<file path="config.mk">
export PLATFORM = sky130hd
export DESIGN_NAME = codec_config_sequencer
export DESIGN_NICKNAME = d
export VERILOG_FILES = /design/src/rtl/codec_config_sequencer.sv
export SDC_FILE = /design/constraint.sdc
export NUM_CORES = 1
export LEC_CHECK = 0
export BUFFER_PORTS_ARGS = -buffer_cell sky130_fd_sc_hd__buf_2
export CORE_MARGIN = 5
export CORE_UTILIZATION = 59
export DETAILED_ROUTE_END_ITERATION = 10
export PLACE_DENSITY = 0.92
export SLEW_MARGIN = 5
export SYNTH_ARGS = -nofsm -noshare
export SYNTH_HDL_FRONTEND = slang
export SYNTH_SLANG_ARGS = --single-unit
</file>
<file path="constraint.sdc">
create_clock -name clk -period 3.25 [get_ports clk]
set_input_delay 0.1625 -clock clk [delete_from_list [all_inputs] [get_ports clk]]
set_output_delay 0.1625 -clock clk [all_outputs]
set_load 0.05 [all_outputs]
</file>
<file path="src/rtl/codec_config_sequencer.sv">
// rtl/codec_config_sequencer.sv - audio codec register init/update sequencer driving an I2C word master
module codec_config_sequencer #(
  parameter int STARTUP_CYCLES = 50000,
  parameter int RETRY_GAP      = 1000,
  parameter int MAX_RETRY      = 3
) (
  input  logic        clk,
  input  logic        reset,
  input  logic        cfg_start,
  input  logic        upd_valid,
  input  logic [15:0] upd_word,
  output logic        upd_ready,
  output logic        i2c_go,
  output logic [15:0] i2c_word,
  input  logic        i2c_done,
  input  logic        i2c_nack,
  output logic        cfg_done,
  output logic        cfg_error,
  output logic        dac_enable,
  output logic        busy
);

  localparam int DLY_MAX = (STARTUP_CYCLES > RETRY_GAP) ? STARTUP_CYCLES : RETRY_GAP;
  localparam int DW      = (DLY_MAX < 1) ? 1 : $clog2(DLY_MAX + 1);
  localparam int RW      = (MAX_RETRY < 1) ? 1 : $clog2(MAX_RETRY + 1);

  localparam logic [3:0] S_IDLE      = 4'd0;
  localparam logic [3:0] S_WAIT_PWR  = 4'd1;
  localparam logic [3:0] S_ISSUE     = 4'd2;
  localparam logic [3:0] S_WAIT_XFER = 4'd3;
  localparam logic [3:0] S_GAP       = 4'd4;
  localparam logic [3:0] S_READY     = 4'd5;
  localparam logic [3:0] S_UPD_ISSUE = 4'd6;
  localparam logic [3:0] S_UPD_WAIT  = 4'd7;
  localparam logic [3:0] S_ERROR     = 4'd8;

  localparam logic [3:0] LAST_IDX = 4'd8;

  logic [3:0]    state_q, state_d;
  logic [3:0]    idx_q, idx_d;
  logic [DW-1:0] dly_q, dly_d;
  logic [RW-1:0] retry_q, retry_d;
  logic [15:0]   word_q, word_d;
  logic          upd_mode_q, upd_mode_d;
  logic          cfg_done_q, cfg_done_d;
  logic          cfg_error_q, cfg_error_d;

  logic [DW-1:0] dly_inc;
  logic [RW-1:0] retry_inc;
  logic          startup_done;
  logic          gap_done;
  logic          retry_hit;
  logic          restart;

  // Init table; the activate write must stay last so the codec only runs once fully configured.
  function automatic logic [15:0] rom_word(input logic [3:0] i);
    case (i)
      4'd0:    rom_word = 16'h1E00;
      4'd1:    rom_word = 16'h0C00;
      4'd2:    rom_word = 16'h0812;
      4'd3:    rom_word = 16'h0A00;
      4'd4:    rom_word = 16'h0E23;
      4'd5:    rom_word = 16'h102F;
      4'd6:    rom_word = 16'h0460;
      4'd7:    rom_word = 16'h0660;
      4'd8:    rom_word = 16'h1201;
      default: rom_word = 16'h0000;
    endcase
  endfunction

  // Saturating counter helpers and delay/retry completion terms.
  always_comb begin
    dly_inc      = (dly_q == DW'(DLY_MAX)) ? dly_q : dly_q + DW'(1);
    retry_inc    = (retry_q == RW'(MAX_RETRY)) ? retry_q : retry_q + RW'(1);
    startup_done = (32'(dly_q) + 32'd1) >= 32'(STARTUP_CYCLES);
    gap_done     = (32'(dly_q) + 32'd1) >= 32'(RETRY_GAP);
    retry_hit    = 32'(retry_inc) >= 32'(MAX_RETRY);
    restart      = cfg_start && ((state_q == S_IDLE) || (state_q == S_READY) || (state_q == S_ERROR));
  end

  // Next-state logic; a restart request outranks everything else, including a pending update.
  always_comb begin
    state_d     = state_q;
    idx_d       = idx_q;
    dly_d       = dly_q;
    retry_d     = retry_q;
    word_d      = word_q;
    upd_mode_d  = upd_mode_q;
    cfg_done_d  = cfg_done_q;
    cfg_error_d = cfg_error_q;
    if (restart) begin
      state_d     = S_WAIT_PWR;
      idx_d       = 4'd0;
      dly_d       = '0;
      retry_d     = '0;
      upd_mode_d  = 1'b0;
      cfg_done_d  = 1'b0;
      cfg_error_d = 1'b0;
    end else begin
      case (state_q)
        S_WAIT_PWR: begin
          if (startup_done) begin
            state_d = S_ISSUE;
            dly_d   = '0;
            word_d  = rom_word(idx_q);
          end else begin
            dly_d = dly_inc;
          end
        end
        S_ISSUE:     state_d = S_WAIT_XFER;
        S_UPD_ISSUE: state_d = S_UPD_WAIT;
        S_WAIT_XFER, S_UPD_WAIT: begin
          if (i2c_done) begin
            if (!i2c_nack) begin
              retry_d = '0;
              if (state_q == S_UPD_WAIT) begin
                state_d    = S_READY;
                upd_mode_d = 1'b0;
              end else if (idx_q == LAST_IDX) begin
                state_d    = S_READY;
                cfg_done_d = 1'b1;
              end else begin
                state_d = S_ISSUE;
                idx_d   = idx_q + 4'd1;
                word_d  = rom_word(idx_q + 4'd1);
              end
            end else begin
              retry_d = retry_inc;
              dly_d   = '0;
              if (retry_hit) begin
                state_d     = S_ERROR;
                upd_mode_d  = 1'b0;
                cfg_done_d  = 1'b0;
                cfg_error_d = 1'b1;
              end else begin
                state_d = S_GAP;
              end
            end
          end
        end
        S_GAP: begin
          if (gap_done) begin
            state_d = upd_mode_q ? S_UPD_ISSUE : S_ISSUE;
            dly_d   = '0;
          end else begin
            dly_d = dly_inc;
          end
        end
        S_READY: begin
          if (upd_valid) begin
            state_d    = S_UPD_ISSUE;
            word_d     = upd_word;
            upd_mode_d = 1'b1;
          end
        end
        S_IDLE, S_ERROR: state_d = state_q;
        default:         state_d = S_IDLE;
      endcase
    end
  end

  // State and datapath registers.
  always_ff @(posedge clk or negedge reset) begin
    if (!reset) begin
      state_q     <= S_IDLE;
      idx_q       <= 4'd0;
      dly_q       <= '0;
      retry_q     <= '0;
      word_q      <= 16'h0000;
      upd_mode_q  <= 1'b0;
      cfg_done_q  <= 1'b0;
      cfg_error_q <= 1'b0;
    end else begin
      state_q     <= state_d;
      idx_q       <= idx_d;
      dly_q       <= dly_d;
      retry_q     <= retry_d;
      word_q      <= word_d;
      upd_mode_q  <= upd_mode_d;
      cfg_done_q  <= cfg_done_d;
      cfg_error_q <= cfg_error_d;
    end
  end

  assign i2c_go     = (state_q == S_ISSUE) || (state_q == S_UPD_ISSUE);
  assign i2c_word   = word_q;
  assign upd_ready  = (state_q == S_READY);
  assign cfg_done   = cfg_done_q;
  assign dac_enable = cfg_done_q;
  assign cfg_error  = cfg_error_q;
  assign busy       = !((state_q == S_IDLE) || (state_q == S_READY) || (state_q == S_ERROR));

endmodule
</file>
==> qor.txt <==
1st-iter DRT viols: 260
clk slew on worst S/H paths: 90 ps
Worst path most repeated cell: nor4_4
Leakage: 0.00164 uW
post-route ant nets: 0
asr flop ratio synth: 1.00
final setup vio count: 0
die width: 85.3 um
warnings from Yosys: 0
largest net degree at the start of global routing: 46
Global Route met1 Usage: 0.299
combinational family with the most area after synthesis: simple AND/OR/NAND/NOR gates
unrepaired setup endpoints after global routing: false
H-tree levels: 2
Synth Area in XOR/XNOR: 0.0183
vias in the first global route: 3010
total CTS buffers: 5
drt wl/cell: 16.5 um
Row Count: 27
worst setup path class: reg2reg
crit-path cells: ha_1, nand3_2, nor4_4, xnor2_1, o21bai_1, a22o_4, nor4_4, buf_4, mux2_2
slowest CP cell: dfrtp_1
GRT busiest layer: met2
CP max stage delay: 510 ps
Nets: 465
WP data required: 3420 ps
Power Density: 985 mW/mm2
Syn Area/Cell: 8.33 um2
Final WS setup: 274 ps
cell taking the most area after synthesis: dfrtp_1
post-synthesis mux area share: 0.0575
DP Wirelength: 6130 um
Via density: 6.48
MaxCap Viol Count: 0
vias: 3278
post-synthesis simple-gate area fraction: 0.243
fmax: 0.336 GHz
count of different cell masters after synthesis: 63
CTS tree: yes
Period minus WS final: 2980 ps
most frequent cells in the layout: nand2_1 (50), dfrtp_1 (45), buf_2 (43)
Adder-Cell Fraction of Synth Area: 0.0374
Crit Path Max Fanout: 17
post-layout util: 0.672
Reg area: 0.00113 mm2
Top-Level Pins: 44
leading cell type in the layout, fill and taps excluded: nand2_1
status: complete, no violations
Compound-Gate Fraction of Synth Area: 0.226
Fin. Hold Viols: 0
fillcell total: 434
Worst Hold Class: in2async
fin crit share: 0.916
Die Y: 85.3 um
worst supply voltage drop on vdd: 545 uV
gr ovfl total: 0
n_diodes: 0
Post-synth EDFFs: 0
CTS root buf: clkbuf_8
first-pass GRT wire length: 14100 um
Placeable Area: 0.00551 mm2
Post-CTS Setup Repair Bufs: 0
synthesized netlist cell count: 402
clock skew: 17.7 ps
Seq/Total Area, Yosys: 0.336
drc violations: 0
WP data arrival: 3150 ps
clk buf depth: 2
clk_lat worst skew: 300 ps
Placer Congestion: 0.984
worst slew pin tran: 1000 ps
synthesis-to-layout area growth: 10.6%
met2 usage: 0.398
Synthesized Nets: 434
Main synth FF type: dfrtp_1
drt pass-1 iters: 5
Worst Setup Start Kind: flop
Tot GR Track Use: 0.231
share of the synthesized area in the top cell type: 0.336
element type at the critical path end: flop
CTS hold repair buffers: 0
Total Power: 3650 uW
Mapped Area: 0.00335 mm2
initial antenna violation count: 0
ranking of synthesized cells by area: dfrtp_1 (34%), nand2_1 (5.6%), a21oi_1 (3.9%), o21ai_0 (3.9%), nor2_1 (3.8%)
Die ar.: 0.00728 mm2
Sink Count: 45
Multi-input gate area: 0.00196 mm2
setup TNS: 0 ps
pre-CTS setup slack: 145 ps
share of layout cells above drive strength 1: 0.189
slew margin rel.: 0.333
GR Util met3: 0.0398
IO buf count: 43
effective utilization at floorplan: 0.608
final WL: 8360 um
Bufs and invs on worst path: 1
family with the most delay on the worst path: simple AND/OR/NAND/NOR gates
Seq cells post-synth: 45
max-slew violations: 0
-- cells in the mapped netlist, types with 8 or more instances --
master	count
buf_4	10
nor3_1	12
nor2_1	34
nand4_1	9
inv_1	28
ha_1	10
o21ai_0	26
nand3_1	8
a21oi_1	26
clkbuf_1	9
a2bb2oi_1	8
dfrtp_1	45
nand2_1	50
mux2i_1	8
-- metal layers --
layer | up-vias | part of all wire
met5 | - | 0
met4 | 0 | 0.019
met3 | 20 | 0.091
met2 | 193 | 0.48
met1 | 1559 | 0.41
li1 | 1506 | -
-- report_power, final --
part / switching (uW) / internal (uW)
logic: 1340 / 758
registers: 294 / 752
clock network: 192 / 306
-- worst paths after layout --
kind / endpoint / slack (ps) / start / cells past startpoint
worst min register to register: i2c_word[11] / 520 / i2c_word[11] / 1
worst max-delay path: i2c_word[4] / 270 / dly_q[0] / 9
max in group asynchronous: dly_q[8] / 2600 / reset / 1
min in group clk: i2c_word[13] / 120 / upd_word[13] / 3
worst max register to register: i2c_word[4] / 270 / dly_q[0] / 9
worst min-delay path: i2c_word[11] / 20 / reset / 1
-- flip-flops by register name, summed over array words and instances (netlist names) --
name	flops
dly_q	16
i2c_word	16
idx_q	4
state_q	4
retry_q	2
cfg_done	1
cfg_error	1
upd_mode_q	1
-- through the flow --
stage	area, um2	std cells	hold slack (ps)
3_3_place_gp	3560	498	376
6_report	3700	506	18.2
3_5_place_dp	3560	498	388
2_1_floorplan	3350	402	-133
5_1_grt	3700	506	115
4_1_cts	3690	506	65.3
-- kinds of logic after synthesis --
logic type	count (synthesis)
xor+xnor	7
buf+inv	56
mux	17
fa+ha+maj	10
compound gates	112
simple gates	155
flops	45
-- area by class of cell --
cell class | instances | share of cell area
Clock buffer | 5 | 0.0186
Clock inverter | 3 | 0.0176
Inverter | 28 | 0.0284
Multi-Input combinational cell | 301 | 0.531
Sequential cell | 45 | 0.304
Tap cell | 72 | 0.0243
Timing Repair Buffer | 52 | 0.0764
-- timing repair --
item	in CTS	in global routing
gates resized for setup	0	2
endpoints found under the hold margin	0	0
setup endpoints to repair	0	10
No activity file was read; power rests on OpenSTA's default activity.
